`src/rtl/pfd_loop_filter.sv`:
```
// PI loop filter behind the PFD pulse synchronizer: counts UP/DOWN pulses over a
// fixed window, filters the signed error and drives the DCO control word.
module pfd_loop_filter #(
  parameter int unsigned CNT_W     = 8,
  parameter int unsigned WINDOW    = 256,
  parameter int unsigned INT_W     = 24,
  parameter int unsigned CTRL_W    = 16,
  parameter int unsigned KP_SHIFT  = 4,
  parameter int unsigned KI_SHIFT  = 0,
  parameter logic [CTRL_W-1:0] CTRL_INIT = CTRL_W'('h8000),
  parameter int unsigned LOCK_TOL  = 1,
  parameter int unsigned LOCK_CNT  = 8
) (
  input  logic                    clk,
  input  logic                    rst,
  input  logic                    en,
  input  logic                    up_pulse,
  input  logic                    down_pulse,
  output logic signed [CNT_W:0]   phase_err,
  output logic [CTRL_W-1:0]       ctrl_word,
  output logic                    ctrl_valid,
  output logic                    locked
);

  localparam int unsigned WIN_W = (WINDOW > 1) ? $clog2(WINDOW) : 1;
  localparam int unsigned LK_W  = $clog2(LOCK_CNT + 1);
  localparam logic signed [CNT_W:0] TOL = (CNT_W+1)'(LOCK_TOL);

  typedef enum logic {IDLE, RUN} state_t;

  state_t                  state;
  logic [WIN_W-1:0]        win_cnt;
  logic [CNT_W-1:0]        up_cnt, dn_cnt;
  logic [CNT_W-1:0]        snap_up, snap_dn;
  logic                    win_last;
  logic                    err_vld, stg2_vld;
  logic signed [INT_W-1:0] integ, p_term;
  logic [LK_W-1:0]         lock_cnt;

  logic signed [INT_W:0]   err_ki, integ_sum;
  logic signed [INT_W-1:0] integ_sat, p_next;
  logic signed [INT_W+1:0] total;
  logic [CTRL_W-1:0]       ctrl_next;
  logic                    in_tol;

  // Saturating count including this cycle's pulse; doubles as the window snapshot.
  always_comb begin
    snap_up  = (up_pulse   && (up_cnt != '1)) ? up_cnt + CNT_W'(1) : up_cnt;
    snap_dn  = (down_pulse && (dn_cnt != '1)) ? dn_cnt + CNT_W'(1) : dn_cnt;
    win_last = (win_cnt == WIN_W'(WINDOW - 1));
  end

  // Run/idle control, window timing, pulse counting and the error stage.
  always_ff @(posedge clk or negedge rst) begin
    if (!rst) begin
      state     <= IDLE;
      win_cnt   <= '0;
      up_cnt    <= '0;
      dn_cnt    <= '0;
      phase_err <= '0;
      err_vld   <= 1'b0;
    end else begin
      err_vld <= 1'b0;
      case (state)
        IDLE: begin
          win_cnt <= '0;
          up_cnt  <= '0;
          dn_cnt  <= '0;
          if (en) state <= RUN;
        end
        RUN: begin
          if (!en) begin
            state   <= IDLE;
            win_cnt <= '0;
            up_cnt  <= '0;
            dn_cnt  <= '0;
          end else if (win_last) begin
            win_cnt   <= '0;
            up_cnt    <= '0;
            dn_cnt    <= '0;
            phase_err <= $signed({1'b0, snap_up}) - $signed({1'b0, snap_dn});
            err_vld   <= 1'b1;
          end else begin
            win_cnt <= win_cnt + WIN_W'(1);
            up_cnt  <= snap_up;
            dn_cnt  <= snap_dn;
          end
        end
        default: state <= IDLE;
      endcase
    end
  end

  // Integrator saturation, proportional term, output clamp and lock tolerance.
  always_comb begin
    err_ki    = (INT_W+1)'(phase_err) <<< KI_SHIFT;
    integ_sum = (INT_W+1)'(integ) + err_ki;
    if (integ_sum[INT_W] != integ_sum[INT_W-1])
      integ_sat = integ_sum[INT_W] ? {1'b1, {(INT_W-1){1'b0}}} : {1'b0, {(INT_W-1){1'b1}}};
    else
      integ_sat = integ_sum[INT_W-1:0];
    p_next = INT_W'(phase_err) <<< KP_SHIFT;
    total  = {{(INT_W+2-CTRL_W){1'b0}}, CTRL_INIT} + (INT_W+2)'(integ) + (INT_W+2)'(p_term);
    if (total[INT_W+1])
      ctrl_next = '0;
    else if (|total[INT_W:CTRL_W])
      ctrl_next = '1;
    else
      ctrl_next = total[CTRL_W-1:0];
    in_tol = (phase_err <= TOL) && (phase_err >= -TOL);
  end

  // Filter pipeline: integrate/scale one cycle after the error, then update the
  // control word and lock flag together; dropping en clears lock tracking.
  always_ff @(posedge clk or negedge rst) begin
    if (!rst) begin
      integ      <= '0;
      p_term     <= '0;
      stg2_vld   <= 1'b0;
      lock_cnt   <= '0;
      ctrl_word  <= CTRL_INIT;
      ctrl_valid <= 1'b0;
      locked     <= 1'b0;
    end else begin
      stg2_vld   <= err_vld;
      ctrl_valid <= 1'b0;
      if (err_vld) begin
        integ  <= integ_sat;
        p_term <= p_next;
        if (!in_tol)
          lock_cnt <= '0;
        else if (lock_cnt != LK_W'(LOCK_CNT))
          lock_cnt <= lock_cnt + LK_W'(1);
      end
      if (stg2_vld) begin
        ctrl_word  <= ctrl_next;
        ctrl_valid <= 1'b1;
        locked     <= (lock_cnt == LK_W'(LOCK_CNT));
      end
      if (!en) begin
        lock_cnt <= '0;
        locked   <= 1'b0;
      end
    end
  end

endmodule

```
`config.mk`:
```
export PLATFORM = sky130hd
export DESIGN_NAME = pfd_loop_filter
export DESIGN_NICKNAME = d
export VERILOG_FILES = /design/src/rtl/pfd_loop_filter.sv
export SDC_FILE = /design/constraint.sdc
export NUM_CORES = 1
export LEC_CHECK = 0
export CAP_MARGIN = 10
export CORE_AREA = 4 4 109 111
export CTS_BUF_LIST = sky130_fd_sc_hd__clkbuf_8
export DETAILED_ROUTE_END_ITERATION = 16
export DIE_AREA = 0 0 113 115
export PLACE_DENSITY = 0.85
export SYNTH_ARGS = -nofsm -noshare
export SYNTH_HDL_FRONTEND = slang
export SYNTH_SLANG_ARGS = --single-unit
```
`constraint.sdc`:
```
create_clock -name clk -period 3.78 [get_ports clk]
set_input_delay 0.378 -clock clk [delete_from_list [all_inputs] [get_ports clk]]
set_output_delay 0.378 -clock clk [all_outputs]
set_load 0.01 [all_outputs]
```
==> impl_metrics.ini <==
[outcome]
run_status = finished, final reports clean

[cts]
postCtsSetupRepairBufs = 0
clock_latency_on_the_worst_skew_pair_ns = 0.39
max-clock-path-buffers = 2
tritoncts.num_buffers = 9
clock_sinks = 91
cts.reportedPaths.clkPinSlew_ns = 0.10
clock_tree.htree_level_count = 3
cts_tree = built
clock_tree.root_cell = clkbuf_8

[run]
timing.max_cap.violations = 0

[yosys]
netlist_instances = 752
yosys_reg_bits = 91
synthFlopType = dfrtp_1
synth_seq_area_share = 0.335
ys_top_cells_by_area = dfrtp_1 33%, ha_1 14%, nand2_1 4.6%
synth_fp_nets = 838
synth.largest_area_cell = dfrtp_1
ys.warnings.count = 0
synthesis.area_mm2 = 0.00681
synth-edff-count = 0
yosys.area.top_type_share = 0.331
syn-mean-instance-area_um2 = 9.05
yosys.cell_types.count = 71
asyncSetResetFlopFracSynth = 1.00

[sta]
timing.final.max_slew_violations = 0
maxSlewHeadroom = 0.260
post_layout_minimum_cycle_time_ns = 3.56
worst-slew-pin-transition_ns = 1.10
hold-worst-slack_ns = 0.398
report.final.setup_viol = 0
timing.fmax_mhz = 281
timing_hold_violations_final = 0
finalSetupTns_ns = 0
final.setup_skew_ns = 0.0226
period_share = 0.942

[critical_path]
timing.critical_path.to_type = flip-flop
cpMaxStageDelayCell = a221o_4
worst_path_largest_cell_delay_ns = 0.46
crit_chain = ha_1 > ha_1 > inv_1 > fa_1 > nand2b_1 > a21oi_1 > o21ai_0 > a21o_1 > a211o_2 > a221o_4 > a222oi_1 > a32oi_1
worst_setup_path_category = reg -> reg
worst_path_buf_inv = 1
timing.critical_path.from_type = flip-flop
critical_path.most_common_cell = ha_1
path_max_fanout = 16
timing.critical_path.required_ns = 4.00
path_delay_family = compound AO/OA/AOI/OAI gates
critical_path_arrival_ns = 3.78

[floorplan]
fp.dieH_um = 115
initial_core_util = 0.631
core_area_mm2 = 0.0108
ios = 32
row_count = 38
floorplan.die_area_mm2 = 0.0130
die_width_um = 113

[power_and_ir_drop]
leakagePower_nw = 3.54
power-per-cell-area_mw_per_mm2 = 248
vdd_ir_drop_max_uv = 260

[route]
detail_route.first_pass.iterations = 5
vias_per_cell = 6.41
via_total_after_detailed_routing = 5983
wl_per_cell_um = 18.2
antenna_violating_nets_post_route = 0
wirelength_mm = 17.0
drt_first_iter_violations = 497
drc = 0

[cells_and_area]
num_antenna_cells = 0
layout.filler_cells = 812
final_layout_net_count = 875
layout_common_cells = 89 x dfrtp_1, 83 x nand2_1, 78 x ha_1
area.growth.synth_to_final_pct = 11.3
sequential_cell_area_mm2 = 0.00228
final_layout_size_suffix_gt1_frac = 0.0743
multi_input_area_mm2 = 0.00421
most_frequent_standard_cell_in_the_layout_excluding_fill_and_tap_cells = dfrtp_1

[grt]
grt_pass1_vias = 5992
grt_usage = 0.270
grt_start_max_net_pins = 92
grt_pass1_wl_mm = 28.3
antenna_found_initial = 0
grt.overflow.total = 0

[place]
dp_hpwl_mm = 12.4
buffers_on_ports = 31
place.gp.congestion = 0.887

[hold_path]
kind_of_path_behind_the_tightest_hold_check = in -> async
synth_stat cells (all sizes together) (5+ instances only):
library cell,count
o21ai,37
nand2b,7
buf,9
nor3,9
mux2,8
a21oi,60
nor2b,17
inv,59
o221ai,20
a21o,15
a32oi,19
xor2,28
ha,78
a211oi,8
xnor2,24
nor2,50
nand4,11
a221oi,9
mux2i,5
clkbuf,10
o21a,10
nand2,83
and3,8
a31oi,5
dfrtp,90
nand3,16
final cells by class:
type                            instances  share of cell area
Multi-Input combinational cell        582               0.555
Sequential cell                        91               0.301
Timing Repair Buffer                   46              0.0601
Inverter                               59              0.0292
Tap cell                              140              0.0231
Clock buffer                            9              0.0163
Clock inverter                          7              0.0152
through the flow:
step / power [mW] / utilization / cells / setup WS [ns] / cell area (um^2)
floorplan: 1.05 / - / 752 / 0.556 / 6810
global placement: 1.09 / 0.675 / 916 / 0.275 / 7280
detailed placement: 1.09 / 0.675 / 916 / 0.212 / 7280
CTS: 1.87 / 0.697 / 932 / 0.153 / 7520
global route: 1.93 / 0.702 / 934 / -0.000573 / 7580
finish: 1.88 / 0.702 / 934 / 0.221 / 7580
flip-flops by register name, summed over array words and instances (netlist names):
name and count:
integ 24, ctrl_word 16, p_term 9, phase_err 9
dn_cnt 8, up_cnt 8, win_cnt 8, lock_cnt 4
ctrl_valid 1, err_vld 1, locked 1, state 1
stg2_vld 1
where the power goes:
| group | total [mW] | leakage [nW] | switching, mW | internal (mW) |
|---|---|---|---|---|
| Sequential | 0.988 | 1.26 | 0.00764 | 0.980 |
| Combinational | 0.0886 | 2.16 | 0.0558 | 0.0327 |
| Clock | 0.803 | 0.121 | 0.365 | 0.438 |
| Total | 1.88 | 3.54 | 0.428 | 1.45 |
per-layer routing:
layer  vias to the layer above  global-route usage  part of all wire
li1                       2819                   -                 -
met2                       215               0.472              0.49
met1                      2900               0.324              0.43
met3                        49              0.0358             0.044
met4                         0               0.147             0.040
met5                         -                   0                 0
kinds of logic after synthesis:
| logic type | count (synthesis) | synth area share |
|---|---|---|
| xor+xnor | 52 | 0.0669 |
| mux | 13 | 0.0206 |
| fa+ha+maj | 81 | 0.152 |
| simple gates | 216 | 0.148 |
| compound gates | 220 | 0.228 |
| flops | 91 | 0.335 |
| buf+inv | 79 | 0.0502 |
worst paths after layout:
kind / slack (ns) / start / cells past startpoint / end
max in group asynchronous: 2.70 / rst / 3 / ctrl_word[15]
min reg2reg: 0.47 / stg2_vld / 0 / ctrl_valid
min: 0.40 / rst / 2 / win_cnt[1]
min in group clk: 0.47 / stg2_vld / 0 / ctrl_valid
max: 0.22 / integ[5] / 12 / ctrl_word[7]
max reg2reg: 0.22 / integ[5] / 12 / ctrl_word[7]
timing repair:
item                                    4_1_cts  5_1_grt
hold buffers                                  0        1
resized for setup                             0        4
endpoints found under the setup margin        0       16
hold endpoints to repair                      0       18
Power figures use the tool's default switching activity.
